==> config.mk <==
export PLATFORM = sky130hd
export DESIGN_NAME = writeback_unit_flat
export DESIGN_NICKNAME = d
export VERILOG_FILES = /design/src/rtl/writeback_unit_pkg.sv /design/src/rtl/writeback_unit_if.sv /design/src/rtl/writeback_unit_load_extender.sv /design/src/rtl/writeback_unit.sv /design/src/flat_wrapper.sv
export SDC_FILE = /design/constraint.sdc
export NUM_CORES = 1
export LEC_CHECK = 0
export CAP_MARGIN = 40
export CORE_ASPECT_RATIO = 1.4
export CORE_UTILIZATION = 41
export DETAILED_ROUTE_END_ITERATION = 8
export PLACE_DENSITY = 0.74
export SETUP_SLACK_MARGIN = 0.15
export SYNTH_ARGS = -nofsm -noshare
export SYNTH_HDL_FRONTEND = slang
export SYNTH_SLANG_ARGS = --single-unit
==> constraint.sdc <==
create_clock -name clk -period 1.9 [get_ports clk]
set_input_delay 0.285 -clock clk [delete_from_list [all_inputs] [get_ports clk]]
set_output_delay 0.285 -clock clk [all_outputs]
set_load 0.01 [all_outputs]
==> src/rtl/writeback_unit_pkg.sv <==
`default_nettype none
// ============================================================================
//  Module   : writeback_unit_pkg
//  Brief    : Shared constants for the writeback stage (result sources and
//             load width codes).
//  Revision : 1.0 - initial release
// ============================================================================
package writeback_unit_pkg;

   // Result source selected by the retiring instruction
   localparam logic [1:0] WB_TYPE_NONE = 2'd0;
   localparam logic [1:0] WB_TYPE_ALU  = 2'd1;
   localparam logic [1:0] WB_TYPE_MEM  = 2'd2;
   localparam logic [1:0] WB_TYPE_PC4  = 2'd3;

   // Load width codes (funct3 field of the load instruction)
   localparam logic [2:0] LOAD_LB  = 3'b000;
   localparam logic [2:0] LOAD_LH  = 3'b001;
   localparam logic [2:0] LOAD_LW  = 3'b010;
   localparam logic [2:0] LOAD_LBU = 3'b100;
   localparam logic [2:0] LOAD_LHU = 3'b101;

endpackage
`default_nettype wire

==> src/rtl/writeback_unit_if.sv <==
`default_nettype none
// ============================================================================
//  Module   : writeback_unit_if
//  Brief    : Retire handshake, data-memory response and register-file write
//             port of the writeback stage.
//  Revision : 1.0 - initial release
// ============================================================================
interface writeback_unit_if;

   logic        in_valid;
   logic        in_ready;
   logic [1:0]  wb_type;
   logic [31:0] alu_result;
   logic [31:0] pc;
   logic [4:0]  rd;
   logic [2:0]  load_funct3;
   logic        mem_rvalid;
   logic [31:0] mem_rdata;
   logic        rf_we;
   logic [4:0]  rf_waddr;
   logic [31:0] rf_wdata;
   logic        busy;
   logic        err;

   // Pipeline / memory side that feeds the writeback stage
   modport master (
      output in_valid, wb_type, alu_result, pc, rd, load_funct3,
             mem_rvalid, mem_rdata,
      input  in_ready, rf_we, rf_waddr, rf_wdata, busy, err
   );

   // The writeback stage itself
   modport slave (
      input  in_valid, wb_type, alu_result, pc, rd, load_funct3,
             mem_rvalid, mem_rdata,
      output in_ready, rf_we, rf_waddr, rf_wdata, busy, err
   );

endinterface
`default_nettype wire

==> src/rtl/writeback_unit_load_extender.sv <==
`default_nettype none
// ============================================================================
//  Module   : writeback_unit_load_extender
//  Brief    : Combinational byte/halfword/word extraction with sign or zero
//             extension, plus an illegal-width / misalignment flag.
//  Revision : 1.0 - initial release
// ============================================================================
module writeback_unit_load_extender
   import writeback_unit_pkg::*;
(
   input  wire logic [31:0] i_word,
   input  wire logic [1:0]  i_addr_lo,
   input  wire logic [2:0]  i_funct3,
   output      logic [31:0] o_result,
   output      logic        o_bad
);

   logic [7:0]  w_byte;
   logic [15:0] w_half;

   // Lane select from the aligned word, then extend according to the width code
   always_comb begin
      w_byte   = i_word[{i_addr_lo, 3'b000} +: 8];
      w_half   = i_word[{i_addr_lo[1], 4'b0000} +: 16];
      o_result = 32'd0;
      o_bad    = 1'b0;
      case (i_funct3)
         LOAD_LB:  o_result = {{24{w_byte[7]}}, w_byte};
         LOAD_LBU: o_result = {24'd0, w_byte};
         LOAD_LH: begin
            o_result = {{16{w_half[15]}}, w_half};
            o_bad    = i_addr_lo[0];
         end
         LOAD_LHU: begin
            o_result = {16'd0, w_half};
            o_bad    = i_addr_lo[0];
         end
         LOAD_LW: begin
            o_result = i_word;
            o_bad    = |i_addr_lo;
         end
         default:  o_bad = 1'b1;
      endcase
   end

endmodule
`default_nettype wire

==> src/rtl/writeback_unit.sv <==
`default_nettype none
// ============================================================================
//  Module   : writeback_unit
//  Brief    : Writeback stage. ALU / link results retire in one cycle; loads
//             wait for the data-memory response, get extended and retire, or
//             are abandoned with err on misalignment, bad width or timeout.
//  Revision : 1.0 - initial release
// ============================================================================
module writeback_unit
   import writeback_unit_pkg::*;
#(
   parameter int unsigned TIMEOUT = 255
) (
   input wire logic       clk,
   input wire logic       rst_n,
   writeback_unit_if.slave bus
);

   localparam int unsigned          c_CNT_W   = (TIMEOUT < 1) ? 1 : $clog2(TIMEOUT + 1);
   localparam logic [c_CNT_W-1:0]   c_LIMIT   = c_CNT_W'(TIMEOUT);
   localparam logic [c_CNT_W-1:0]   c_ONE     = c_CNT_W'(1);

   localparam logic [0:0] S_IDLE     = 1'b0;
   localparam logic [0:0] S_WAIT_MEM = 1'b1;

   logic [0:0]         r_state;
   logic [0:0]         w_state_nxt;
   logic [c_CNT_W-1:0] r_cnt;
   logic [4:0]         r_rd;
   logic [2:0]         r_funct3;
   logic [1:0]         r_addr_lo;

   logic               r_we;
   logic [4:0]         r_waddr;
   logic [31:0]        r_wdata;
   logic               r_err;

   logic               w_we_nxt;
   logic [4:0]         w_waddr_nxt;
   logic [31:0]        w_wdata_nxt;
   logic               w_err_nxt;

   logic               w_accept;
   logic               w_accept_mem;
   logic               w_at_limit;
   logic [1:0]         w_ext_lo;
   logic [2:0]         w_ext_f3;
   logic [31:0]        w_ext_result;
   logic               w_ext_bad;

   assign w_accept     = bus.in_valid && (r_state == S_IDLE);
   assign w_accept_mem = w_accept && (bus.wb_type == WB_TYPE_MEM);
   assign w_at_limit   = (r_cnt == c_LIMIT);

   // The extender checks legality of the incoming load while idle and formats
   // the captured load's data while waiting, so one instance serves both.
   assign w_ext_lo = (r_state == S_IDLE) ? bus.alu_result[1:0] : r_addr_lo;
   assign w_ext_f3 = (r_state == S_IDLE) ? bus.load_funct3      : r_funct3;

   writeback_unit_load_extender u_load_extender (
      .i_word    (bus.mem_rdata),
      .i_addr_lo (w_ext_lo),
      .i_funct3  (w_ext_f3),
      .o_result  (w_ext_result),
      .o_bad     (w_ext_bad)
   );

   // State register
   always_ff @(posedge clk or negedge rst_n) begin
      if (!rst_n) r_state <= S_IDLE;
      else        r_state <= w_state_nxt;
   end

   // Next state: legal loads wait for memory until data or timeout
   always_comb begin
      w_state_nxt = r_state;
      case (r_state)
         S_IDLE:     if (w_accept_mem && !w_ext_bad) w_state_nxt = S_WAIT_MEM;
         S_WAIT_MEM: if (bus.mem_rvalid || w_at_limit) w_state_nxt = S_IDLE;
         default:    w_state_nxt = S_IDLE;
      endcase
   end

   // Outputs: handshake status plus the next values of the registered write port
   always_comb begin
      bus.in_ready = (r_state == S_IDLE);
      bus.busy     = (r_state == S_WAIT_MEM);
      w_we_nxt     = 1'b0;
      w_waddr_nxt  = r_waddr;
      w_wdata_nxt  = r_wdata;
      w_err_nxt    = 1'b0;
      case (r_state)
         S_IDLE: begin
            if (w_accept) begin
               case (bus.wb_type)
                  WB_TYPE_ALU: if (bus.rd != 5'd0) begin
                     w_we_nxt    = 1'b1;
                     w_waddr_nxt = bus.rd;
                     w_wdata_nxt = bus.alu_result;
                  end
                  WB_TYPE_PC4: if (bus.rd != 5'd0) begin
                     w_we_nxt    = 1'b1;
                     w_waddr_nxt = bus.rd;
                     w_wdata_nxt = bus.pc + 32'd4;
                  end
                  WB_TYPE_MEM: w_err_nxt = w_ext_bad;
                  default:     w_we_nxt  = 1'b0;
               endcase
            end
         end
         S_WAIT_MEM: begin
            if (bus.mem_rvalid) begin
               if (r_rd != 5'd0) begin
                  w_we_nxt    = 1'b1;
                  w_waddr_nxt = r_rd;
                  w_wdata_nxt = w_ext_result;
               end
            end else if (w_at_limit) begin
               w_err_nxt = 1'b1;
            end
         end
         default: w_we_nxt = 1'b0;
      endcase
   end

   // Registered write port, load capture and timeout counter
   always_ff @(posedge clk or negedge rst_n) begin
      if (!rst_n) begin
         r_we      <= 1'b0;
         r_waddr   <= 5'd0;
         r_wdata   <= 32'd0;
         r_err     <= 1'b0;
         r_cnt     <= '0;
         r_rd      <= 5'd0;
         r_funct3  <= 3'd0;
         r_addr_lo <= 2'd0;
      end else begin
         r_we    <= w_we_nxt;
         r_waddr <= w_waddr_nxt;
         r_wdata <= w_wdata_nxt;
         r_err   <= w_err_nxt;
         if (w_accept_mem) begin
            r_rd      <= bus.rd;
            r_funct3  <= bus.load_funct3;
            r_addr_lo <= bus.alu_result[1:0];
            r_cnt     <= '0;
         end else if ((r_state == S_WAIT_MEM) && !bus.mem_rvalid && !w_at_limit) begin
            r_cnt <= r_cnt + c_ONE;
         end
      end
   end

   assign bus.rf_we    = r_we;
   assign bus.rf_waddr = r_waddr;
   assign bus.rf_wdata = r_wdata;
   assign bus.err      = r_err;

endmodule
`default_nettype wire

==> src/flat_wrapper.sv <==
// flat-port wrapper written by rule: the top's interface ports become plain ports
module writeback_unit_flat import writeback_unit_pkg::*;
#(
   parameter int unsigned TIMEOUT = 255
)
  (clk, rst_n, bus_in_valid, bus_wb_type, bus_alu_result, bus_pc, bus_rd, bus_load_funct3, bus_mem_rvalid, bus_mem_rdata, bus_in_ready, bus_rf_we, bus_rf_waddr, bus_rf_wdata, bus_busy, bus_err);
  writeback_unit_if bus_i ();
  input wire logic clk;
  input wire logic rst_n;
  input wire logic [$bits(bus_i.in_valid)-1:0] bus_in_valid;
  input wire logic [$bits(bus_i.wb_type)-1:0] bus_wb_type;
  input wire logic [$bits(bus_i.alu_result)-1:0] bus_alu_result;
  input wire logic [$bits(bus_i.pc)-1:0] bus_pc;
  input wire logic [$bits(bus_i.rd)-1:0] bus_rd;
  input wire logic [$bits(bus_i.load_funct3)-1:0] bus_load_funct3;
  input wire logic [$bits(bus_i.mem_rvalid)-1:0] bus_mem_rvalid;
  input wire logic [$bits(bus_i.mem_rdata)-1:0] bus_mem_rdata;
  output wire logic [$bits(bus_i.in_ready)-1:0] bus_in_ready;
  output wire logic [$bits(bus_i.rf_we)-1:0] bus_rf_we;
  output wire logic [$bits(bus_i.rf_waddr)-1:0] bus_rf_waddr;
  output wire logic [$bits(bus_i.rf_wdata)-1:0] bus_rf_wdata;
  output wire logic [$bits(bus_i.busy)-1:0] bus_busy;
  output wire logic [$bits(bus_i.err)-1:0] bus_err;
  assign bus_i.in_valid = bus_in_valid;
  assign bus_i.wb_type = bus_wb_type;
  assign bus_i.alu_result = bus_alu_result;
  assign bus_i.pc = bus_pc;
  assign bus_i.rd = bus_rd;
  assign bus_i.load_funct3 = bus_load_funct3;
  assign bus_i.mem_rvalid = bus_mem_rvalid;
  assign bus_i.mem_rdata = bus_mem_rdata;
  assign bus_in_ready = bus_i.in_ready;
  assign bus_rf_we = bus_i.rf_we;
  assign bus_rf_waddr = bus_i.rf_waddr;
  assign bus_rf_wdata = bus_i.rf_wdata;
  assign bus_busy = bus_i.busy;
  assign bus_err = bus_i.err;
  writeback_unit #(.TIMEOUT(TIMEOUT)) u_core (.clk(clk), .rst_n(rst_n), .bus(bus_i));
endmodule
==> flow_summary.json, run 1 <==
{
  "leakage_nw": 2.972,
  "clkTransAtPathRegs_ns": 0.05,
  "p_per_area_nw_per_um2": 748.9,
  "violations": "negative setup slack",
  "syn2layout_area_growth_pct": 74.11,
  "syn_inst": 450,
  "ys_ff_latch": 58,
  "yosysWarnings": 0,
  "htreeDepth": 3,
  "cp_num_buf_inv": 2,
  "pre_cts_ws_ns": -0.4309,
  "fin_ws_ns": -0.1317,
  "vias_per_cell": 5.807,
  "yosysSeqAreaShare_pct": 35.38,
  "syn_area_um2": 4103,
  "maxSlewViolCount": 0,
  "portBuffers": 150,
  "setup_viol": 36,
  "clock-sinks": 58,
  "arrival_ns": 2.24,
  "vias": 4837,
  "clock_skew_ns": 0.007342,
  "drc": 0,
  "cts_tree": "yes",
  "max_slew_margin_pct": 71.81,
  "path_delay_family": "simple AND/OR/NAND/NOR gates",
  "min_period_ns": 2.032,
  "cp-end-kind": "flop",
  "dpl.hpwl_um": 12630,
  "postRouteAntennaNets": 0,
  "grt_overflow": 0,
  "synth_edf_count": 0,
  "grt_setup_unrepaired": "true",
  "final_cells": 833,
  "cts_buffers": 9,
  "hold_viol_final": 0,
  "fin_hold_ws_ns": 0.2775,
  "ctsLongestPathBuffers": 2,
  "antenna_found_initial": 0,
  "ys_async_sr_fraction_pct": 100.0,
  "wirelength_um": 16700,
  "nNetsFinal": 809,
  "place_inst": 807,
  "synth_ff_type": "dfrtp_1",
  "path_cells": "buf_12 > nor4bb_1 > or4_1 > buf_6 > a22oi_2 > a21oi_2 > a211o_1",
  "track_usage_pct": 32.45,
  "crit_slowest_cell": "or4_1",
  "finalCritPeriodShare_pct": 106.9,
  "root_buffer": "clkbuf_16",
  "n_antenna_cell": 0,
  "initial_core_util_pct": 42.90,
  "power.total_w": 0.005349,
  "crit_fanout": 13,
  "ys_types": 67,
  "globalplace.congestion": 0.9358,
  "drt_iter0_drc": 410,
  "tightest_slew_ns": 0.4228,
  "wire_per_inst_um": 20.05,
  "rows": 42,
  "fp.dieW_um": 86.55,
  "clkLatencyLatePin_ns": 0.33,
  "ir_worst_vdd_uv": 528.9,
  "setup_tns_ns": -2.171,
  "critPathLaunchType": "flop",
  "io_pins": 151,
  "critical_path.max_stage_delay_ns": 0.50,
  "maxCapViolations": 0,
  "first_pass_iters": 5,
  "drive_gt1_share_pct": 29.10,
  "max_freq_ghz": 0.4922,
  "syn_nets": 562,
  "cp_data_required_time_ns": 2.11,
  "avgSynthCellArea_um2": 9.117,
  "die_area_um2": 10420,
  "grt_max_degree": 59,
  "die_h_um": 120.4,
  "hold_path.class": "in -> reg",
  "path_class": "reg -> reg",
  "status": "finished, violations left",
  "grt_pass1_wl_um": 25440,
  "coreArea_um2": 9564,
  "grt_pass1_vias": 4885
}
[metrics by stage]
| step | utilization, % | area (um^2) |
|---|---|---|
| floorplan | - | 4151 |
| global placement | 68.05 | 6509 |
| detailed placement | 68.05 | 6509 |
| CTS | 73.33 | 7013 |
| global route | 74.69 | 7143 |
| finish | 74.69 | 7143 |
[state kept, by name, indices dropped and copies added, names as in the netlist]
signal,cells
u_core.r_cnt,8
u_core.bus.rf_we,1
u_core.r_rd,5
u_core.r_funct3,3
u_core.bus.rf_waddr,5
u_core.r_addr_lo,2
u_core.bus.busy,1
u_core.bus.rf_wdata,32
u_core.bus.err,1
[report_power, final]
group	total (W)	leakage [nW]	internal, W	switching, W
clock network	0.00165	0.148	0.00108	0.000577
logic	0.00200	2.10	0.00115	0.000844
registers	0.00170	0.720	0.00149	0.000212
[cells by family after synthesis]
group / after synthesis / synth area share, %
buf+inv: 34 / 4.696
compound gates: 133 / 23.64
mux: 28 / 7.411
xor+xnor: 35 / 7.472
flops: 58 / 35.38
fa+ha+maj: 2 / 0.6098
simple gates: 160 / 20.80
[per-layer routing]
| layer | vias up | wire [um] | global-route usage, % |
|---|---|---|---|
| li1 | 2190 | - | - |
| met1 | 2312 | 6131 | 37.12 |
| met2 | 276 | 8416 | 55.85 |
| met3 | 59 | 1223 | 5.461 |
| met4 | 0 | 932 | 19.69 |
| met5 | - | 0 | 0 |
[cells in the mapped netlist (all sizes together) (3+ instances only)]
cell type  number  share of area (%)
mux2i          12                3.0
and3            9                1.4
nor4            3                1.2
nand2b          7                1.1
xor2           14                3.0
nand4          12                2.0
a211oi          4               0.85
and2            3               0.46
a31oi           3               0.61
o211ai         17                3.8
buf            13                2.8
nand2          31                2.8
a21oi          26                3.3
xnor2          21                4.5
nand3          22                2.7
o22a            3               0.64
a22o            6                1.3
inv             9               0.82
or2             3               0.52
o22ai           4               0.61
nor2           52                5.1
dfrtp          58                 35
or4             3               0.73
clkbuf         12                1.1
a222oi          7                1.7
mux2           16                4.4
nor3            4               0.49
a22oi          17                3.1
o21ai          29                3.6
a21o            3               0.55
a32oi           3               0.64
[cells in the final DEF (no fill, tap or decap), drive strengths merged, types with 4 or more instances in the layout]
master | Yosys | layout
clkdlybuf4s50 | 0 | 138
dlymetal6s2s | 0 | 6
o22ai | 4 | 4
dlygate4sd2 | 0 | 5
a21oi | 26 | 26
mux2i | 12 | 12
clkbuf | 12 | 11
nor3 | 4 | 4
o21ai | 29 | 29
nand4 | 12 | 12
nor2 | 52 | 52
dfrtp | 58 | 58
nand2b | 7 | 7
a22o | 6 | 6
xor2 | 14 | 14
a222oi | 7 | 7
nand3 | 22 | 22
a211oi | 4 | 4
o211ai | 17 | 17
and3 | 9 | 9
nand2 | 31 | 31
a22oi | 17 | 17
buf | 13 | 111
mux2 | 16 | 16
xnor2 | 21 | 21
inv | 9 | 9
[area by class of cell]
cell class	instances	area, um^2
sequential	58	1453
multi-input combinational	358	2656
clock inverter	4	51.30
inverter	9	41.29
clock buffer	11	252.7
timing repair buffer	261	2524
fill	721	2421
tap	132	165.2
[what timing repair did]
item | 4_1_cts | 5_1_grt
hold buffers | 1 | 0
buffers inserted | 6 | 1
gates resized for setup | 34 | 35
cloned | 3 | 0
hold endpoints to repair | 58 | 0
setup endpoints to repair | 47 | 56
pin swaps | 13 | 10
[final timing paths]
check                                                         from                             endpoint  slack (ns)  cells past startpoint
min in group asynchronous                                    rst_n  u_core.bus.rf_wdata[14]$_DFFE_PN0P_        0.51                      3
worst max register to register           u_core.bus.busy$_DFF_PN0_  u_core.bus.rf_wdata[10]$_DFFE_PN0P_       -0.13                      7
worst min-delay path                                     bus_rd[1]           u_core.r_rd[1]$_DFFE_PN0P_        0.28                      2
max in group asynchronous                                    rst_n            u_core.bus.busy$_DFF_PN0_        1.11                      3
worst min register to register  u_core.bus.rf_waddr[2]$_DFFE_PN0P_   u_core.bus.rf_waddr[2]$_DFFE_PN0P_        0.49                      2
worst max-delay path                     u_core.bus.busy$_DFF_PN0_  u_core.bus.rf_wdata[10]$_DFFE_PN0P_       -0.13                      7
(Power assumes the default switching activity.)
==> inputs of run 2 (changes only) <==
Settings changed: CORE_MARGIN from default to 10, REMOVE_ABC_BUFFERS from default to 1.
==> flow_summary.json, run 2 (synthesis gave the netlist of run 1 again) <==
{
  "status": "finished, violations left",
  "violations": "negative setup slack",
  "finalCritPeriodShare_pct": 108.9,
  "layout_commonest_cell": "clkdlybuf4s50_1",
  "clkTransAtPathRegs_ns": 0.05,
  "dpl.hpwl_um": 13910,
  "ctsLongestPathBuffers": 2,
  "cp_data_required_time_ns": 2.11,
  "rr_worst_depth": 8,
  "clock-sinks": 58,
  "r2r_end": "u_core.bus.rf_wdata[16]$_DFFE_PN0P_",
  "ir_worst_vdd_uv": 427.8,
  "grt_pass1_wl_um": 27880,
  "nNetsFinal": 825,
  "max_slew_margin_pct": 68.30,
  "hold_viol_final": 0,
  "coreArea_um2": 9846,
  "postRouteAntennaNets": 0,
  "tightest_slew_ns": 0.4755,
  "grt_pass1_vias": 5197,
  "first_pass_iters": 5,
  "root_buffer": "clkbuf_16",
  "clock_skew_ns": 0.005575,
  "clkLatencyLatePin_ns": 0.33,
  "hold_depth": 2,
  "htreeDepth": 3,
  "arrival_ns": 2.28,
  "antenna_found_initial": 0,
  "syn2layout_area_growth_pct": 83.68,
  "min-delay-start": "bus_rd[0]",
  "final_cell_mix": "142 x clkdlybuf4s50_1, 89 x buf_4, 57 x dfrtp_1, 38 x nor2_1, 24 x nand2_1",
  "max_freq_ghz": 0.4832,
  "track_usage_pct": 23.95,
  "grt_overflow": 0,
  "cts_tree": "yes",
  "die_area_um2": 14460,
  "grt_setup_unrepaired": "true",
  "drc": 0,
  "maxSlewViolCount": 0,
  "rows": 43,
  "wire_per_inst_um": 21.44,
  "cp-end-kind": "flop",
  "vias_per_cell": 5.750,
  "p_per_area_nw_per_um2": 750.4,
  "largest_reg_flops": 32,
  "fin_hold_ws_ns": 0.3870,
  "n_antenna_cell": 0,
  "initial_core_util_pct": 41.67,
  "wirelength_um": 18260,
  "cts_buffers": 9,
  "grt_max_degree": 41,
  "fin_ws_ns": -0.1696,
  "drive_gt1_share_pct": 34.87,
  "hold_path.class": "in -> reg",
  "die_h_um": 138.4,
  "min_period_ns": 2.070,
  "vias": 4899,
  "reg2reg_slack_ns": -0.17,
  "fp.dieW_um": 104.5,
  "maxCapViolations": 0,
  "setup_viol": 33,
  "r2r_start": "u_core.bus.busy$_DFF_PN0_",
  "portBuffers": 150,
  "io_pins": 151,
  "path_class": "reg -> reg",
  "crit_fanout": 13,
  "leakage_nw": 3.081,
  "critPathLaunchType": "flop",
  "hold_end": "u_core.r_rd[0]$_DFFE_PN0P_",
  "power.total_w": 0.005655,
  "globalplace.congestion": 0.9409,
  "drt_iter0_drc": 375
}
-- run 2: power breakdown --
group / internal (W) / switching, W
clock: 0.00117 / 0.000579
combinational: 0.00126 / 0.000918
sequential: 0.00149 / 0.000237
total: 0.00392 / 0.00173
-- run 2: through the flow --
step                      worst slack (ns)  cell area, um^2  instances  utilization, %  TNS, ns
after floorplan                    -0.7324             3944        425               -   -26.63
after global placement             -0.5227             6495        818           65.97   -14.82
after detailed placement           -0.5027             6495        818           65.97   -14.78
after CTS                          -0.1100             7277        843           73.91   -1.430
after global routing               -0.2466             7536        852           76.54   -4.556
final                              -0.1696             7536        852           76.54   -2.455
-- run 2: area by class of cell --
class | count | area (um^2)
multi-input combinational | 359 | 2885
timing repair buffer | 276 | 2670
fill | 680 | 2310
sequential | 58 | 1453
clock buffer | 10 | 239.0
tap | 135 | 168.9
clock inverter | 5 | 78.83
inverter | 9 | 41.29
-- run 2: worst max path at each step --
stage,start,to,cells past startpoint
after floorplan,u_core.bus.busy$_DFF_PN0_,u_core.bus.rf_wdata[2]$_DFFE_PN0P_,5
after global placement,bus_alu_result[1],u_core.bus.rf_wdata[7]$_DFFE_PN0P_,8
after detailed placement,bus_alu_result[1],u_core.bus.rf_wdata[7]$_DFFE_PN0P_,8
after CTS,u_core.bus.busy$_DFF_PN0_,u_core.bus.rf_wdata[9]$_DFFE_PN0P_,7
after global routing,u_core.bus.busy$_DFF_PN0_,u_core.bus.rf_wdata[0]$_DFFE_PN0P_,10
final,u_core.bus.busy$_DFF_PN0_,u_core.bus.rf_wdata[16]$_DFFE_PN0P_,8
-- run 2: timing repair --
item                       in CTS  in global routing
pin swaps                      49                 34
hold endpoints to repair       18                  0
hold buffers                    1                  0
setup endpoints to repair      57                 57
gates resized for setup       113                 42
gates cloned                    2                  2
buffers inserted                7                  7
-- run 2: worst max-delay path, stage by stage, from the launching register on --
cell and delay (ns):
dfrtp_2 0.47, buf_4 0.24, nor2b_2 0.19, o211a_4 0.20, nor2_4 0.04, buf_12 0.14
buf_6 0.13, a22o_1 0.22, a311o_1 0.31
-- run 2: routing by layer --
layer | track usage, % | wire, um | part of all wire, %
met5 | 0 | 0 | 0
met4 | 10.58 | 794 | 4.3
met3 | 5.628 | 1248 | 6.8
met2 | 43.27 | 9517 | 52
met1 | 25.71 | 6703 | 37
